[src/rtl/fpmult_arbiter.sv]
// Round-robin front end that shares one pipelined floating-point multiplier among
// NUM_REQ requesters, with a tag pipeline that routes each product back to its owner.
module fpmult_arbiter #(
  parameter int NUM_REQ      = 4,
  parameter int DWIDTH       = 16,
  parameter int MULT_LATENCY = 4
) (
  input  logic                      clk,
  input  logic                      rst,
  input  logic [NUM_REQ-1:0]        req_valid,
  input  logic [NUM_REQ*DWIDTH-1:0] req_a,
  input  logic [NUM_REQ*DWIDTH-1:0] req_b,
  output logic [NUM_REQ-1:0]        req_ready,
  output logic [DWIDTH-1:0]         mult_a,
  output logic [DWIDTH-1:0]         mult_b,
  output logic                      mult_issue,
  input  logic [DWIDTH-1:0]         mult_result,
  output logic [NUM_REQ-1:0]        rsp_valid,
  output logic [DWIDTH-1:0]         rsp_data,
  output logic                      busy
);
  localparam int IDW = (NUM_REQ > 1) ? $clog2(NUM_REQ) : 1;

  logic [IDW-1:0]          rr_ptr;
  logic                    grant_vld_p0;
  logic [IDW-1:0]          grant_id_p0;
  logic [IDW-1:0]          issue_id_p1;
  logic [MULT_LATENCY-1:0] tag_vld_p2;
  logic [IDW-1:0]          tag_id_p2 [MULT_LATENCY];

  // First asserted request at or after ptr, wrapping; MSB of the result flags a hit.
  function automatic logic [IDW:0] rr_pick(input logic [NUM_REQ-1:0] vld,
                                           input logic [IDW-1:0] ptr);
    logic [IDW:0]   pick;
    logic [IDW-1:0] id;
    int             idx;
    pick = '0;
    for (int k = 0; k < NUM_REQ; k++) begin
      idx = int'(ptr) + k;
      if (idx >= NUM_REQ) idx = idx - NUM_REQ;
      id = IDW'(idx);
      if (!pick[IDW] && vld[id]) pick = {1'b1, id};
    end
    return pick;
  endfunction

  assign {grant_vld_p0, grant_id_p0} = rr_pick(req_valid, rr_ptr);

  always_comb begin
    req_ready = '0;
    if (grant_vld_p0 && !rst) req_ready[grant_id_p0] = 1'b1;
  end

  assign busy = mult_issue | (|tag_vld_p2);

  always_ff @(posedge clk or posedge rst) begin
    if (rst) begin
      rr_ptr      <= '0;
      mult_issue  <= 1'b0;
      mult_a      <= '0;
      mult_b      <= '0;
      issue_id_p1 <= '0;
      tag_vld_p2  <= '0;
      for (int k = 0; k < MULT_LATENCY; k++) tag_id_p2[k] <= '0;
      rsp_valid   <= '0;
      rsp_data    <= '0;
    end else begin
      // p0 -> p1: handshake, operands registered toward the multiplier
      mult_issue <= grant_vld_p0;
      if (grant_vld_p0) begin
        mult_a      <= req_a[int'(grant_id_p0)*DWIDTH +: DWIDTH];
        mult_b      <= req_b[int'(grant_id_p0)*DWIDTH +: DWIDTH];
        issue_id_p1 <= grant_id_p0;
        rr_ptr      <= (grant_id_p0 == IDW'(NUM_REQ-1)) ? '0 : grant_id_p0 + 1'b1;
      end

      // p1 -> p2: tag travels alongside the multiplier's internal pipeline
      tag_vld_p2[0] <= mult_issue;
      tag_id_p2[0]  <= issue_id_p1;
      for (int k = 1; k < MULT_LATENCY; k++) begin
        tag_vld_p2[k] <= tag_vld_p2[k-1];
        tag_id_p2[k]  <= tag_id_p2[k-1];
      end

      // p2 -> response: head of the tag pipeline lines up with mult_result
      rsp_valid <= '0;
      if (tag_vld_p2[MULT_LATENCY-1]) begin
        rsp_valid <= NUM_REQ'(1) << tag_id_p2[MULT_LATENCY-1];
        rsp_data  <= mult_result;
      end
    end
  end
endmodule

[config.mk]
export PLATFORM = sky130hd
export DESIGN_NAME = fpmult_arbiter
export DESIGN_NICKNAME = d
export VERILOG_FILES = /design/src/rtl/fpmult_arbiter.sv
export SDC_FILE = /design/constraint.sdc
export NUM_CORES = 1
export LEC_CHECK = 0
export ABC_AREA = 1
export BUFFER_PORTS_ARGS = -buffer_cell sky130_fd_sc_hd__buf_2
export CORE_UTILIZATION = 52
export CTS_BUF_LIST = sky130_fd_sc_hd__clkbuf_4
export CTS_CLUSTER_SIZE = 14
export DETAILED_ROUTE_END_ITERATION = 8
export PLACE_DENSITY = 0.88
export SYNTH_ARGS = -nofsm -noshare
export SYNTH_HDL_FRONTEND = slang
export SYNTH_SLANG_ARGS = --single-unit
[constraint.sdc]
create_clock -name clk -period 10 [get_ports clk]
set_clock_uncertainty 0.2 [all_clocks]
set_input_delay 2 -clock clk [delete_from_list [all_inputs] [get_ports clk]]
set_output_delay 2 -clock clk [all_outputs]
set_load 0.05 [all_outputs]
==> flow_summary_export.csv, run 1 <==
group,metric,value,unit
route,wirelength,10900,um
placement,place_ws,2.77,ns
critical_path,cp_cell_sequence,"buf_2, inv_1, nand2_2, nand3_2, nand2_1, nor2_1, nor2_4, nand2_4, nand2_2, inv_1, ha_1, inv_1, nor2_1, buf_2",
floorplanning,fp.dieH,93.8,um
power,vdd_drop_max,0.326,mV
clock_tree,cts_tree,"done",
critical_path,slowest_stage,"nand2_4",
yosys,ys_ff_latch,69,
route,drt_iter0_drc,235,
critical_path,cp.buffers_inverters,5,
run_status,status,"complete, but fails checks",
yosys,synth_adder_area_share,0.00285,
placement,dp_hpwl,7740,um
route,num_vias,4616,
global_route,grt_pass1_wl,17300,um
power,p_sw_frac,0.597,
yosys,yosys.area_share.simple,0.425,
yosys,yosysUniqueCellTypes,26,
global_route,grt_max_degree,98,
yosys,syn_nets,810,
critical_path,crit_family,"simple AND/OR/NAND/NOR gates",
finish,fin_cells,947,
finish,postLayoutCellArea,5440,um2
clock_tree,postCtsSetupBuffers,0,
clock_tree,cts_htree_levels,3,
floorplanning,placementRows,33,
timing,period_share,0.722,
floorplanning,core_area,8180,um2
finish,multi_input_area,2110,um2
timing,period_minus_slack,7.22,ns
timing,fmax,0.139,GHz
critical_path,r2r_cells,13,
clock_tree,cts_hold_buf,0,
global_route,grt_overflow,0,
yosys,synth_compound_area_frac,0.0519,
placement,routabilityCongestion,0.863,
clock_tree,clk_latency,0.39,ns
route,ant_nets,0,
run_status,violations,"DRC",
clock_tree,clk_pin_slew_worst_paths,0.12,ns
critical_path,cp.depth,14,
critical_path,cpPeakStageDelay,0.70,ns
finish,regArea,1730,um2
global_route,first_global_vias,4029,
finish,layout.nets,988,
critical_path,start_kind,"input pin",
power,p_leak,3.32,nW
power,pwr-share-seq,0.208,
timing,layout_setup_ws,2.78,ns
critical_path,end_kind,"output pin",
placement,place_area,5320,um2
power,powerDensity,421,nW/um2
finish,diodes,0,
timing,hold_viol,0,
yosys,synth.area.mux_share,0,
power,combPwrFrac,0.723,
timing,hold_ws,0.156,ns
min_path,hold_path.class,"reg2reg",
yosys,synth_seq_area_share,0.394,
finish,fillers,773,
global_route,track_usage,0.248,
finish,final_cell_mix,"210 x nand2_1, 207 x buf_2, 99 x nor2_1",
yosys,synth.avg_cell_area,6.65,um2
global_route,antenna_found_initial,0,
route,drc,2,
floorplanning,initial_core_util,0.536,
yosys,synth_top_family_by_area,"simple AND/OR/NAND/NOR gates",
route,post_drt_via_cell_ratio,4.87,
power,power.net_switching,1.37,mW
min_path,hold_depth,0,
clock_tree,post_cts_resized,0,
yosys,synthCells,659,
clock_tree,clock_path_buffers,2,
finish,drive_gt1_frac,0.309,
run,drv_cap,0,
power,clkPwrFrac,0.069,
floorplanning,die_w,93.8,um
yosys,synth_xor_xnor_area_share,0,
critical_path,crit_required,7.80,ns
placement,portBuffers,207,
clock_tree,clkSinkCount,69,
critical_path,cpMostUsedCell,"inv_1",
timing,finalSetupTns,0,ns
critical_path,arrival,5.02,ns
timing,slew-limit-headroom,0.286,
timing,slew_viol_final,0,
finish,syn_to_final_growth,24.0,%
route,avgRoutedWirePerCell,11.5,um
floorplanning,ios,208,
timing,finalSetupViolations,0,
yosys,synth_area,4390,um2
clock_tree,cts_root_buf,"clkbuf_4",
timing,worstMarginPinSlew,1.07,ns
critical_path,path_max_fanout,97,
finish,layout_commonest_cell,"nand2_1",
floorplanning,die_area,8810,um2
placement,placed_cells,931,
yosys,synth_warnings,0,
power,intPower,924,uW
critical_path,worstSetupPathType,"in2out",
timing,rsz0062_at_grt,"false",
clock_tree,numCtsBuffers,9,
route,drt_pass1_iterations,9,
## per-layer routing
layer  wire (um)  track usage
met5           0            0
met4         130       0.0718
met2        5280        0.434
met1        4740        0.314
met3         735       0.0413
## area by class of cell
class                           count  share of cell area
Clock inverter                      6             0.00874
Tap cell                          105              0.0242
Timing Repair Buffer              209               0.193
Clock buffer                       10              0.0138
Multi-Input combinational cell    469               0.388
Inverter                           79              0.0545
Sequential cell                    69               0.318
## worst reg2reg max path: stages, from the launching register on
cell,delay (ns)
dfrtp_1,0.66
inv_2,0.16
nand2_1,0.09
nand2_1,0.08
nand2_1,0.09
nand2_1,0.09
nor2_4,0.13
nand3_2,0.10
nand2_4,0.70
nand2_2,0.72
inv_1,0.27
ha_1,0.26
nand2_1,0.06
o21ai_0,0.08
## cell usage after synthesis
cell type	n	area (um2)
nand2_1	210	788
o21a_1	1	7.51
clkbuf_1	11	41.3
ha_1	1	12.5
o22ai_1	1	6.26
nor3_1	8	40.0
nand2_4	1	11.3
inv_1	76	285
inv_2	3	11.3
o21ai_0	2	10.0
dfrtp_1	69	1730
buf_2	17	85.1
nand3_2	14	140
buf_4	3	22.5
buf_8	2	30.0
buf_6	6	67.6
nand3_1	89	445
o21ai_1	1	5.00
nand3b_1	1	7.51
nor2_1	99	372
nand4_1	1	6.26
a21oi_1	24	120
buf_1	3	11.3
nor2_4	2	22.5
nand2_2	5	31.3
a21oi_2	9	78.8
## path summary, 6_finish.rpt
| path | from | to | slack [ns] |
|---|---|---|---|
| min | tag_id_p2[5] | tag_id_p2[3] | 0.16 |
| min reg2reg | tag_id_p2[5] | tag_id_p2[3] | 0.16 |
| min in group asynchronous | rst | rsp_data[0] | 1.64 |
| max reg2reg | rr_ptr[0] | rr_ptr[1] | 6.17 |
| max | req_valid[3] | req_ready[3] | 2.78 |
| max in group asynchronous | rst | rsp_data[10] | 7.39 |
## power groups by stage
stage | sequential, mW | combinational [mW] | clock, mW
floorplan | 0.770 | 1.13 | 0
global placement | 0.479 | 1.63 | 0
detailed placement | 0.481 | 1.66 | 0
CTS | 0.476 | 1.66 | 0.163
global route | 0.490 | 1.85 | 0.177
finish | 0.475 | 1.66 | 0.159
## logic make-up (layout without fill, tap and decap cells)
logic type      Yosys count  after routing
compound gates           38             38
flops                    69             69
buf+inv                 121            304
simple gates            430            430
fa+ha+maj                 1              1
## per-stage QoR
step | util | total power [mW]
after floorplan | - | 1.90
after global placement | 0.650 | 2.11
after detailed placement | 0.650 | 2.14
after CTS | 0.665 | 2.30
after global routing | 0.665 | 2.52
final | 0.665 | 2.29
## registers in the layout, summed over array words and instances (netlist names)
| register | flops |
|---|---|
| tag_vld_p2 | 4 |
| mult_a | 16 |
| mult_b | 16 |
| rsp_data | 16 |
| tag_id_p2 | 8 |
| issue_id_p1 | 2 |
| rsp_valid | 4 |
| rr_ptr | 2 |
| mult_issue | 1 |
Note: power is estimated with default switching activity, not from simulation.
==> run 2: changes to the inputs <==
- CORE_UTILIZATION: 52 -> 44
- PLACE_DENSITY: 0.88 -> 0.79
- clock period: 10 -> 5.8 ns (I/O delays scaled with it)
==> flow_summary_export.csv, run 2 (synthesis results as in run 1) <==
group,metric,value,unit
run_status,status,"finished clean",
finish,fillers,1000,
power,p_leak,3.35,nW
finish,final_cell_mix,"210 x nand2_1, 207 x buf_2, 99 x nor2_1",
placement,routabilityCongestion,0.855,
clock_tree,cts_tree,"done",
floorplanning,core_area,9730,um2
floorplanning,die_area,10400,um2
finish,fin_cells,979,
global_route,grt_pass1_wl,17700,um
finish,layout_commonest_cell,"nand2_1",
critical_path,start_kind,"input pin",
critical_path,arrival,3.16,ns
finish,layout.nets,992,
timing,slew-limit-headroom,0.284,
route,ant_nets,0,
global_route,first_global_vias,3905,
timing,fmax,0.221,GHz
timing,rsz0062_at_grt,"false",
clock_tree,clock_path_buffers,2,
clock_tree,post_cts_resized,0,
finish,multi_input_area,2110,um2
timing,period_share,0.779,
clock_tree,numCtsBuffers,9,
placement,dp_hpwl,7940,um
critical_path,crit_required,4.44,ns
route,wirelength,11100,um
route,drt_iter0_drc,178,
global_route,track_usage,0.213,
timing,worstMarginPinSlew,1.07,ns
finish,diodes,0,
finish,postLayoutCellArea,5520,um2
floorplanning,die_w,102,um
finish,drive_gt1_frac,0.311,
timing,finalSetupViolations,0,
power,vdd_drop_max,0.602,mV
floorplanning,ios,208,
placement,place_ws,1.26,ns
clock_tree,clkSinkCount,69,
placement,portBuffers,207,
placement,placed_cells,963,
finish,syn_to_final_growth,25.9,%
global_route,grt_overflow,0,
timing,layout_setup_ws,1.28,ns
power,powerDensity,728,nW/um2
route,drt_pass1_iterations,5,
clock_tree,clk_latency,0.38,ns
finish,reg_top3,"mult_a (16), mult_b (16), rsp_data (16)",
clock_tree,clk_pin_slew_worst_paths,0.11,ns
global_route,antenna_found_initial,0,
placement,place_area,5380,um2
route,post_drt_via_cell_ratio,4.69,
floorplanning,fp.dieH,102,um
critical_path,worstSetupPathType,"in2out",
min_path,hold_path.class,"reg2reg",
timing,slew_viol_final,0,
clock_tree,postCtsSetupBuffers,0,
critical_path,path_max_fanout,35,
clock_tree,cts_htree_levels,3,
floorplanning,initial_core_util,0.451,
floorplanning,placementRows,36,
finish,regArea,1730,um2
clock_tree,cts_hold_buf,0,
global_route,grt_max_degree,97,
route,drc,0,
power,finalPower,4.02,mW
timing,finalSetupTns,0,ns
timing,hold_viol,0,
route,num_vias,4592,
route,avgRoutedWirePerCell,11.4,um
critical_path,end_kind,"output pin",
clock_tree,cts_root_buf,"clkbuf_4",
run,drv_cap,0,
timing,period_minus_slack,4.52,ns
-- run 2: path summary, 6_finish.rpt --
| check | startpoint | to | slack, ns | cells past startpoint |
|---|---|---|---|---|
| worst max-delay path | req_valid[1] | req_ready[3] | 1.28 | 14 |
| worst min-delay path | tag_id_p2[3] | tag_id_p2[1] | 0.17 | 0 |
| worst max register to register | rr_ptr[0] | mult_a[9] | 2.68 | 14 |
| worst min register to register | tag_id_p2[3] | tag_id_p2[1] | 0.17 | 0 |
| max in group asynchronous | rst | mult_a[7] | 3.92 | 3 |
| min in group asynchronous | rst | mult_b[15] | 0.45 | 2 |
-- run 2: power by group --
part	total, mW	switching [mW]	internal [mW]	leakage (nW)
sequential	0.816	0.110	0.706	0.814
combinational	2.90	2.08	0.815	2.46
clock	0.307	0.173	0.133	0.0779
-- run 2: final cells by class --
class / count / area share
clock buffer: 9 / 0.0122
tap: 133 / 0.0301
clock inverter: 7 / 0.0134
inverter: 79 / 0.0537
multi-input combinational: 469 / 0.382
sequential: 69 / 0.313
timing repair buffer: 213 / 0.196
-- run 2: critical path: stages --
cell,delay [ns]
buf_2,0.10
inv_1,0.08
nand2_2,0.06
nand3_2,0.10
nand2_1,0.12
nor2_4,0.17
nand3_2,0.10
nand2_4,0.07
nand2_2,0.36
inv_1,0.24
ha_1,0.19
inv_1,0.04
nor2_1,0.08
buf_2,0.26
-- run 2: metal layers --
| metal | vias up | GRT usage | part of all wire |
|---|---|---|---|
| li1 | 2393 | - | - |
| met1 | 2025 | 0.273 | 0.44 |
| met2 | 160 | 0.359 | 0.47 |
| met3 | 14 | 0.0513 | 0.074 |
| met4 | 0 | 0.0626 | 0.014 |
| met5 | - | 0 | 0 |
-- run 2: stage by stage --
stage / hold slack, ns / utilization
3_5_place_dp: 0.139 / 0.553
4_1_cts: 0.167 / 0.568
5_1_grt: 0.177 / 0.568
2_1_floorplan: 0.131 / -
3_3_place_gp: 0.132 / 0.553
6_report: 0.167 / 0.568
==> run 3: changes to the inputs <==
- CORE_UTILIZATION: 44 -> 48
- PLACE_DENSITY: 0.79 -> 0.82
- clock period: 5.8 -> 4.7 ns (I/O delays scaled with it)
==> flow_summary_export.csv, run 3 (synthesis results as in run 1) <==
group,metric,value,unit
run,drv_cap,0,
global_route,first_global_vias,4206,
global_route,grt_overflow,0,
timing,finalSetupViolations,0,
timing,slew_viol_final,0,
clock_tree,postCtsSetupBuffers,0,
critical_path,crit_required,3.56,ns
route,drc,0,
floorplanning,core_area,8760,um2
clock_tree,cts_htree_levels,3,
finish,utilization,0.632,
placement,place_ws,0.860,ns
route,ant_nets,0,
timing,period_minus_slack,3.96,ns
placement,dp_hpwl,7750,um
finish,layout_commonest_cell,"nand2_1",
finish,diodes,0,
route,drt_pass1_iterations,4,
finish,reg_top3,"mult_a (16), mult_b (16), rsp_data (16)",
floorplanning,initial_core_util,0.500,
clock_tree,numCtsBuffers,9,
critical_path,worstSetupPathType,"reg2out",
power,vdd_drop_max,0.657,mV
floorplanning,ios,208,
timing,finalSetupTns,0,ns
clock_tree,cts_root_buf,"clkbuf_4",
clock_tree,cts_tree,"done",
clock_tree,clock_path_buffers,2,
timing,hold_viol,0,
timing,rsz0062_at_grt,"false",
global_route,grt_max_degree,97,
finish,fin_cells,955,
finish,layout.nets,993,
timing,worstMarginPinSlew,1.05,ns
floorplanning,die_area,9520,um2
global_route,antenna_found_initial,0,
floorplanning,placementRows,34,
timing,layout_setup_ws,0.736,ns
clock_tree,cts_hold_buf,0,
power,finalPower,5.05,mW
finish,syn_to_final_growth,26.4,%
finish,final_cell_mix,"210 x nand2_1, 207 x buf_2, 99 x nor2_1",
clock_tree,clkSinkCount,69,
placement,placed_cells,939,
run_status,status,"finished clean",
route,wirelength,11000,um
clock_tree,clk_latency,0.40,ns
critical_path,start_kind,"register",
clock_tree,clk_pin_slew_worst_paths,0.11,ns
timing,fmax,0.252,GHz
global_route,grt_pass1_wl,18500,um
critical_path,path_max_fanout,17,
critical_path,arrival,2.82,ns
placement,portBuffers,207,
floorplanning,die_w,97.6,um
power,p_leak,3.36,nW
clock_tree,post_cts_resized,0,
global_route,track_usage,0.237,
route,avgRoutedWirePerCell,11.5,um
route,post_drt_via_cell_ratio,4.80,
finish,drive_gt1_frac,0.312,
floorplanning,fp.dieH,97.6,um
timing,period_share,0.843,
route,num_vias,4585,
critical_path,end_kind,"output pin",
timing,slew-limit-headroom,0.300,
route,drt_iter0_drc,118,
power,powerDensity,911,nW/um2
min_path,hold_path.class,"reg2reg",
placement,routabilityCongestion,0.845,
[run 3: changes by cell type in the layout (fill, tap and decap cells not counted), sizes merged]
cell	before	now
inv	80	78
buf	213	214
clkinv	5	2
clkinvlp	0	3
bufinv	1	3
[run 3: critical path, cell delays in order (launching register included)]
cell	delay [ns]
dfrtp_1	0.67
inv_2	0.17
nand2_1	0.09
nand2_1	0.08
nand2_1	0.09
nand2_1	0.08
nor2_4	0.12
nand3_2	0.09
nand2_4	0.07
nand2_2	0.21
inv_1	0.18
ha_1	0.18
inv_1	0.04
nor2_1	0.08
buf_2	0.26
[run 3: worst paths after layout]
check	startpoint	endpoint	slack [ns]	depth (start not counted)
worst max-delay path	rr_ptr[0]	req_ready[3]	0.74	14
worst min-delay path	tag_id_p2[4]	tag_id_p2[2]	0.15	0
worst max register to register	rr_ptr[0]	mult_b[0]	1.66	14
worst min register to register	tag_id_p2[4]	tag_id_p2[2]	0.15	0
max in group asynchronous	rst	mult_b[12]	3.11	3
min in group asynchronous	rst	rsp_valid[0]	0.62	3
[run 3: layer usage]
| metal | GRT usage | share of wire |
|---|---|---|
| met5 | 0 | 0 |
| met4 | 0.0916 | 0.022 |
| met3 | 0.0525 | 0.065 |
| met2 | 0.407 | 0.48 |
| met1 | 0.288 | 0.44 |
[run 3: power breakdown]
| part | total [mW] | internal (mW) | switching, mW | leakage [nW] |
|---|---|---|---|---|
| Clock | 0.475 | 0.267 | 0.209 | 0.0896 |
| Combinational | 3.57 | 1.02 | 2.55 | 2.46 |
| Sequential | 1.00 | 0.871 | 0.132 | 0.814 |
[run 3: final cells by class]
cell class                 count  area, um2
multi-input combinational    469       2110
tap                          108        135
clock inverter                 7        114
fill                         858       3220
inverter                      79        300
clock buffer                   9       67.6
sequential                    69       1730
timing repair buffer         214       1090
[run 3: metrics by stage]
stage / hold slack [ns] / cell area, um2
after floorplan: 0.131 / 4390
after CTS: 0.155 / 5540
after global placement: 0.132 / 5360
after detailed placement: 0.136 / 5360
after global routing: 0.161 / 5540
final: 0.151 / 5540
